`config.mk`:
```
export PLATFORM = sky130hd
export DESIGN_NAME = seg_scan_scheduler_flat
export DESIGN_NICKNAME = d
export VERILOG_FILES = /design/src/rtl/seg_scan_scheduler_if.sv /design/src/rtl/seg_scan_scheduler.sv /design/src/flat_wrapper.sv
export SDC_FILE = /design/constraint.sdc
export NUM_CORES = 1
export LEC_CHECK = 0
export CAP_MARGIN = 30
export CORE_UTILIZATION = 45
export DETAILED_ROUTE_END_ITERATION = 10
export PLACE_DENSITY = 0.65
export SLEW_MARGIN = 25
export SYNTH_ARGS = -nofsm -noshare
export SYNTH_HDL_FRONTEND = slang
export SYNTH_SLANG_ARGS = --single-unit
```
`constraint.sdc`:
```
create_clock -name i_clk -period 10.45 [get_ports i_clk]
set_clock_uncertainty 0.15 [all_clocks]
set_input_delay 1.5675 -clock i_clk [delete_from_list [all_inputs] [get_ports i_clk]]
set_output_delay 1.5675 -clock i_clk [all_outputs]
set_load 0.05 [all_outputs]
```
`src/rtl/seg_scan_scheduler_if.sv`:
```
// seg_scan_scheduler_if: display-word handshake and display outputs (i_valid/o_ready/i_data/i_dp in, o_seg/o_dp/o_an/o_frame out)
interface seg_scan_scheduler_if #(
  parameter int NUM_DIGITS = 4
);
  logic                    i_valid;
  logic                    o_ready;
  logic [4*NUM_DIGITS-1:0] i_data;
  logic [NUM_DIGITS-1:0]   i_dp;
  logic [6:0]              o_seg;
  logic                    o_dp;
  logic [NUM_DIGITS-1:0]   o_an;
  logic                    o_frame;
  modport master (
    output i_valid, i_data, i_dp,
    input  o_ready, o_seg, o_dp, o_an, o_frame
  );
  modport slave (
    input  i_valid, i_data, i_dp,
    output o_ready, o_seg, o_dp, o_an, o_frame
  );
endinterface

```
`src/rtl/seg_scan_scheduler.sv`:
```
// seg_scan_scheduler: blanked 7-seg digit multiplexer with frame-aligned shadow commit (ports i_clk, i_rst, bus.slave; optional LEADING_ZERO_BLANK_EN)
module seg_scan_scheduler #(
  parameter int NUM_DIGITS   = 4,
  parameter int DIV_CNT      = 50000,
  parameter int BLANK_CYCLES = 500
) (
  input logic             i_clk,
  input logic             i_rst,
  seg_scan_scheduler_if.slave bus
);
  localparam int MAXC = DIV_CNT > BLANK_CYCLES ? DIV_CNT : BLANK_CYCLES;
  localparam int CW   = MAXC > 1 ? $clog2(MAXC) : 1;
  localparam int IW   = $clog2(NUM_DIGITS);
  localparam int DW   = 4 * NUM_DIGITS;
  localparam logic [6:0] HEX [16] = '{
    7'h3F, 7'h06, 7'h5B, 7'h4F, 7'h66, 7'h6D, 7'h7D, 7'h07,
    7'h7F, 7'h6F, 7'h77, 7'h7C, 7'h39, 7'h5E, 7'h79, 7'h71
  };
  typedef enum logic {BLANK, SHOW} state_t;
  state_t                state_q, state_d;
  logic [CW-1:0]         cnt_q, cnt_d;
  logic [IW-1:0]         idx_q, idx_d;
  logic [DW-1:0]         act_q, act_d, sh_q, sh_d;
  logic [NUM_DIGITS-1:0] adp_q, adp_d, sdp_q, sdp_d, an_q, an_d;
  logic [6:0]            seg_q, seg_d;
  logic [3:0]            nib;
  logic                  pend_q, pend_d, dp_q, dp_d, frame_q;
  logic                  last, commit, fire, lz;
  always_comb begin
    last    = state_q == SHOW ? cnt_q == CW'(DIV_CNT - 1) : cnt_q == CW'(BLANK_CYCLES - 1);
    commit  = state_q == SHOW && last && idx_q == IW'(NUM_DIGITS - 1);
    fire    = bus.i_valid && !pend_q;
    state_d = last ? (state_q == SHOW ? BLANK : SHOW) : state_q;
    cnt_d   = last ? '0 : cnt_q + 1'b1;
    idx_d   = state_q == SHOW && last ? (commit ? '0 : idx_q + 1'b1) : idx_q;
    act_d   = commit && pend_q ? sh_q : act_q;
    adp_d   = commit && pend_q ? sdp_q : adp_q;
    sh_d    = fire ? bus.i_data : sh_q;
    sdp_d   = fire ? bus.i_dp : sdp_q;
    pend_d  = fire || (pend_q && !commit);
    // The lit pattern is taken from act_q: act only changes on the commit edge, which always enters BLANK.
    nib     = act_q[4*idx_d +: 4];
`ifdef LEADING_ZERO_BLANK_EN
    lz      = idx_d != '0 && (act_q >> (4*idx_d)) == '0 && !adp_q[idx_d];
`else
    lz      = 1'b0;
`endif
    an_d    = state_d == SHOW ? NUM_DIGITS'(1) << idx_d : '0;
    seg_d   = state_d == SHOW && !lz ? HEX[nib] : '0;
    dp_d    = state_d == SHOW && !lz && adp_q[idx_d];
  end
  always_ff @(posedge i_clk) begin
    if (i_rst) begin
      state_q <= BLANK;
      cnt_q   <= '0;
      idx_q   <= '0;
      act_q   <= '0;
      adp_q   <= '0;
      sh_q    <= '0;
      sdp_q   <= '0;
      pend_q  <= 1'b0;
      an_q    <= '0;
      seg_q   <= '0;
      dp_q    <= 1'b0;
      frame_q <= 1'b0;
    end else begin
      state_q <= state_d;
      cnt_q   <= cnt_d;
      idx_q   <= idx_d;
      act_q   <= act_d;
      adp_q   <= adp_d;
      sh_q    <= sh_d;
      sdp_q   <= sdp_d;
      pend_q  <= pend_d;
      an_q    <= an_d;
      seg_q   <= seg_d;
      dp_q    <= dp_d;
      frame_q <= commit;
    end
  end
  assign bus.o_ready = !pend_q;
  assign bus.o_an    = an_q;
  assign bus.o_seg   = seg_q;
  assign bus.o_dp    = dp_q;
  assign bus.o_frame = frame_q;
endmodule
```
`src/flat_wrapper.sv`:
```
// flat-port wrapper written by rule: the top's interface ports become plain ports
module seg_scan_scheduler_flat 
#(
  parameter int NUM_DIGITS   = 4,
  parameter int DIV_CNT      = 50000,
  parameter int BLANK_CYCLES = 500
)
  (i_clk, i_rst, bus_i_valid, bus_i_data, bus_i_dp, bus_o_ready, bus_o_seg, bus_o_dp, bus_o_an, bus_o_frame);
  seg_scan_scheduler_if #(.NUM_DIGITS(NUM_DIGITS)) bus_i ();
  input logic i_clk;
  input logic i_rst;
  input wire logic [$bits(bus_i.i_valid)-1:0] bus_i_valid;
  input wire logic [$bits(bus_i.i_data)-1:0] bus_i_data;
  input wire logic [$bits(bus_i.i_dp)-1:0] bus_i_dp;
  output wire logic [$bits(bus_i.o_ready)-1:0] bus_o_ready;
  output wire logic [$bits(bus_i.o_seg)-1:0] bus_o_seg;
  output wire logic [$bits(bus_i.o_dp)-1:0] bus_o_dp;
  output wire logic [$bits(bus_i.o_an)-1:0] bus_o_an;
  output wire logic [$bits(bus_i.o_frame)-1:0] bus_o_frame;
  assign bus_i.i_valid = bus_i_valid;
  assign bus_i.i_data = bus_i_data;
  assign bus_i.i_dp = bus_i_dp;
  assign bus_o_ready = bus_i.o_ready;
  assign bus_o_seg = bus_i.o_seg;
  assign bus_o_dp = bus_i.o_dp;
  assign bus_o_an = bus_i.o_an;
  assign bus_o_frame = bus_i.o_frame;
  seg_scan_scheduler #(.NUM_DIGITS(NUM_DIGITS), .DIV_CNT(DIV_CNT), .BLANK_CYCLES(BLANK_CYCLES)) u_core (.i_clk(i_clk), .i_rst(i_rst), .bus(bus_i));
endmodule
```
==> results_tabular.tex <==
\begin{tabular}{lr}
\hline
Metric & Value \\
\hline
\multicolumn{2}{l}{\textbf{Setup path}} \\
Largest stage delay, worst path & 0.68 ns \\
Cell with the most instances on the worst path & sky130\_fd\_sc\_hd\_\_ha\_1 \\
Kind of launch point of the worst setup path & flop \\
Critical-path cell list & ha\_1 -> or4b\_2 -> nor4\_2 -> ha\_1 -> nand2b\_4 -> mux2i\_4 -> mux4\_2 -> ha\_1 -> mux2i\_1 -> nand3\_1 -> o41ai\_2 \\
Critical-path top delay cell & sky130\_fd\_sc\_hd\_\_mux4\_2 \\
Crit-path max FO & 11 \\
Category of cells accounting for the largest share of critical-path delay & multiplexers \\
Worst setup EP type & flop \\
Slack of the worst reg-to-reg path & 6.58 ns \\
Required time at the endpoint of the critical path & 10.55 ns \\
Buffers and inverters on the worst path & 0 \\
Type of the worst setup path & reg -> reg \\
Arr. time, crit path & 3.97 ns \\
\multicolumn{2}{l}{\textbf{Yosys}} \\
Area fraction of the dominant cell type after synthesis & 0.4964 \\
Synthesis warning total & 0 \\
Top\_reg\_cell synth & sky130\_fd\_sc\_hd\_\_dfxtp\_1 \\
Post-Synthesis Cells & 341 \\
Syn Area/Cell & 8.634 um\^{}2 \\
Post-Synthesis Net Count & 370 \\
EDFF count, synth & 0 \\
Leading area contributor after synthesis & sky130\_fd\_sc\_hd\_\_dfxtp\_1 \\
Synth area leaders & sky130\_fd\_sc\_hd\_\_dfxtp\_1 (50\%), sky130\_fd\_sc\_hd\_\_nand2\_1 (12\%), sky130\_fd\_sc\_hd\_\_a21oi\_1 (7.3\%) \\
Mapped Area & 2944 um\^{}2 \\
Proportion of synthesized chip area in sequential cells & 0.4964 \\
Synth unique cells & 39 \\
Async set-reset flop share out of synthesis & 0 \\
Seq cells post-synth & 73 \\
\multicolumn{2}{l}{\textbf{Power}} \\
Proportion of power drawn by combinational gates & 0.047 \\
Sequential share of power & 0.527 \\
Maximum vdd drop & 88.96 uV \\
Leakage power summed over all cells & 1.263 nW \\
Pwr/cell area & 153.4 nW/um\^{}2 \\
Cell-internal power & 0.4271 mW \\
Switching power share of the total & 0.2155 \\
Share of power burned in the clock network & 0.426 \\
Net switching power of the design & 0.1173 mW \\
\multicolumn{2}{l}{\textbf{Finish}} \\
Total of fill cells in the finished design & 590 \\
Commonest non-fill, non-tap cell in the layout & sky130\_fd\_sc\_hd\_\_nand2\_1 \\
Number of diodes & 0 \\
Total Nets Final & 403 \\
Count of placed standard cells in the final layout, fillers left out & 456 \\
Share of post-route cells with drive strength above 1 & 0.08443 \\
Area Growth Syn to Fin & 20.53\% \\
Most frequent cells in the layout & sky130\_fd\_sc\_hd\_\_nand2\_1 (92), sky130\_fd\_sc\_hd\_\_dfxtp\_1 (73), sky130\_fd\_sc\_hd\_\_a21oi\_1 (43) \\
\multicolumn{2}{l}{\textbf{Timing}} \\
Measured slew at the worst slew-check pin & 0.7563 ns \\
Total negative slack & 0 ns \\
Final number of max-transition violations & 0 \\
Highest clock frequency the design can meet & 258.1 MHz \\
Time the final worst path needs with I/O delays and setup & 3.874 ns \\
Tcrit/Tclk final & 0.3707 \\
Setup repair after global routing missed its margin & false \\
Hold Violations, Final & 0 \\
Final-report setup violation count & 0 \\
Worst setup slack after layout & 6.576 ns \\
Worst relative slew slack & 0.4944 \\
\multicolumn{2}{l}{\textbf{Global route}} \\
Maximum number of pins on one net before global-route repair & 47 \\
Initial antenna violation count & 0 \\
Number of global-route vias before repair & 2067 \\
First-pass GRT wire length & 9432 um \\
Remaining Overflow, GRT & 0 \\
GRT Resource Usage Total & 0.1706 \\
\multicolumn{2}{l}{\textbf{Place}} \\
Total of buffers placed on input and output ports & 36 \\
Minimum setup slack after placement & 6.624 ns \\
Number of placed instances with taps included & 440 \\
GPL Wtd Cong & 0.7738 \\
HPWL after DPL & 3746 um \\
\multicolumn{2}{l}{\textbf{Clocking}} \\
Count of cells resized by post-cts repair & 0 \\
CTS tree & yes \\
Clock latency of the later-clocked register in the worst-skew pair & 0.34 ns \\
Clock-pin slew on the worst setup and hold paths & 0.08 ns \\
CTS sink cnt & 73 \\
Post CTS Setup Buffer Count & 0 \\
CTS Root Buffer Type & sky130\_fd\_sc\_hd\_\_clkbuf\_8 \\
Count of hold-fix buffers inserted at cts & 0 \\
Num CTS Buffers & 9 \\
CTS H-Tree Depth & 3 \\
Max Buffers Root-to-Sink & 2 \\
\multicolumn{2}{l}{\textbf{Drt}} \\
Detailed-router iteration count before antenna repair & 4 \\
Vias/cell & 4.936 \\
Vias & 2251 \\
Antenna-violating nets left & 0 \\
Average wire per standard cell & 12.01 um \\
Number of remaining DRC errors & 0 \\
Routed Wire Length & 5475 um \\
Iteration-0 DRC count of the detailed router & 68 \\
\multicolumn{2}{l}{\textbf{Floorplan}} \\
Count of standard-cell rows & 29 \\
Floorplan die height & 82.89 um \\
I/O pins & 37 \\
Floorplan die width & 82.89 um \\
Full die area & 6870 um\^{}2 \\
Standard cell core area & 6350 um\^{}2 \\
Starting Density & 0.4636 \\
\multicolumn{2}{l}{\textbf{Job}} \\
Max-cap violations & 0 \\
\multicolumn{2}{l}{\textbf{Status}} \\
Outcome & finished clean \\
\multicolumn{2}{l}{\textbf{Min path}} \\
Hold/Removal Path Class & reg -> reg \\
\hline
\end{tabular}
final cells by class:
class	count	area, um^2	area share
clock buffers	13	168.9	0.04760
clock inverters	3	46.29	0.01305
inverters	7	26.28	0.007405
multi-input cells	244	1366	0.3850
flip-flops and latches	73	1461	0.4118
well taps	77	96.34	0.02715
repair buffers	39	382.9	0.1079
worst paths after layout:
path / depth (start not counted) / to / start
setup / recovery: 11 / u_core.bus.o_seg[3]$_SDFF_PP0_ / u_core.cnt_q[0]$_SDFF_PP0_
hold / removal: 2 / u_core.act_q[6]$_SDFFE_PP0P_ / u_core.sh_q[6]$_SDFFE_PP0P_
setup reg to reg: 11 / u_core.bus.o_seg[3]$_SDFF_PP0_ / u_core.cnt_q[0]$_SDFF_PP0_
hold reg to reg: 2 / u_core.act_q[6]$_SDFFE_PP0P_ / u_core.sh_q[6]$_SDFFE_PP0P_
routing by layer:
metal,share of wire,global-route usage
met1,0.51,0.2245
met2,0.44,0.2586
met5,0,0
met4,0.019,0.08307
met3,0.028,0.04672
worst reg2reg max path, delay by kind of cell, from the launching register on:
kind	cells	cell delay [ns]
AO/OA/AOI/OAI	1	0.07
adder cells (fa/ha/maj)	3	0.93
multiplexers	3	1.15
flip-flops	1	0.37
AND/OR/NAND/NOR	4	1.12
Yosys cell counts (2+ instances only):
library cell,n
sky130_fd_sc_hd__buf_6,3
sky130_fd_sc_hd__nand2b_1,2
sky130_fd_sc_hd__nor4_1,2
sky130_fd_sc_hd__nand4_1,4
sky130_fd_sc_hd__nor3_1,7
sky130_fd_sc_hd__nor2b_1,3
sky130_fd_sc_hd__mux2_2,2
sky130_fd_sc_hd__o21ai_1,2
sky130_fd_sc_hd__xor2_1,9
sky130_fd_sc_hd__nor2_1,31
sky130_fd_sc_hd__mux4_2,4
sky130_fd_sc_hd__a211oi_1,2
sky130_fd_sc_hd__clkbuf_1,12
sky130_fd_sc_hd__inv_1,6
sky130_fd_sc_hd__mux2i_1,3
sky130_fd_sc_hd__ha_1,6
sky130_fd_sc_hd__o21ai_0,2
sky130_fd_sc_hd__nand3_1,8
sky130_fd_sc_hd__a22oi_1,2
sky130_fd_sc_hd__dfxtp_1,73
sky130_fd_sc_hd__a21oi_1,43
sky130_fd_sc_hd__or2_1,2
sky130_fd_sc_hd__xnor2_1,5
sky130_fd_sc_hd__and3_1,2
sky130_fd_sc_hd__nand2_1,92
registers in the layout, summed over array words and instances (netlist names):
name	count
u_core.sdp_q	4
u_core.adp_q	4
u_core.pend_q	1
u_core.bus.o_seg	7
u_core.bus.o_frame	1
u_core.state_q	1
u_core.idx_q	2
u_core.sh_q	16
u_core.cnt_q	16
u_core.bus.o_an	4
u_core.act_q	16
u_core.bus.o_dp	1
logic make-up after synthesis:
| group | Yosys count | share of synthesized area |
|---|---|---|
| and+or+nand+nor | 159 | 0.2354 |
| muxes | 10 | 0.05610 |
| DFF | 73 | 0.4964 |
| buffers and inverters | 24 | 0.03952 |
| AOI/OAI and AO/OA | 55 | 0.1054 |
| xor gates and xnor gates | 14 | 0.04165 |
| adders and majority gates | 6 | 0.02550 |
power by group through the flow:
stage          logic, mW  clock network, mW  registers, mW
4_1_cts           0.0257              0.238          0.287
6_report          0.0254              0.232          0.287
2_1_floorplan     0.0147                  0          0.293
3_3_place_gp      0.0251                  0          0.293
3_5_place_dp      0.0255                  0          0.293
5_1_grt           0.0288              0.252          0.288
per-stage QoR:
stage | hold slack [ns] | area, um^2 | power [mW] | utilization
4_1_cts | 0.3051 | 3548 | 0.5510 | 0.5588
5_1_grt | 0.3258 | 3548 | 0.5684 | 0.5588
2_1_floorplan | 0.2796 | 2944 | 0.3073 | -
6_report | 0.3020 | 3548 | 0.5445 | 0.5588
3_5_place_dp | 0.2960 | 3333 | 0.3190 | 0.5249
3_3_place_gp | 0.2933 | 3333 | 0.3183 | 0.5249
(Power assumes the default switching activity.)
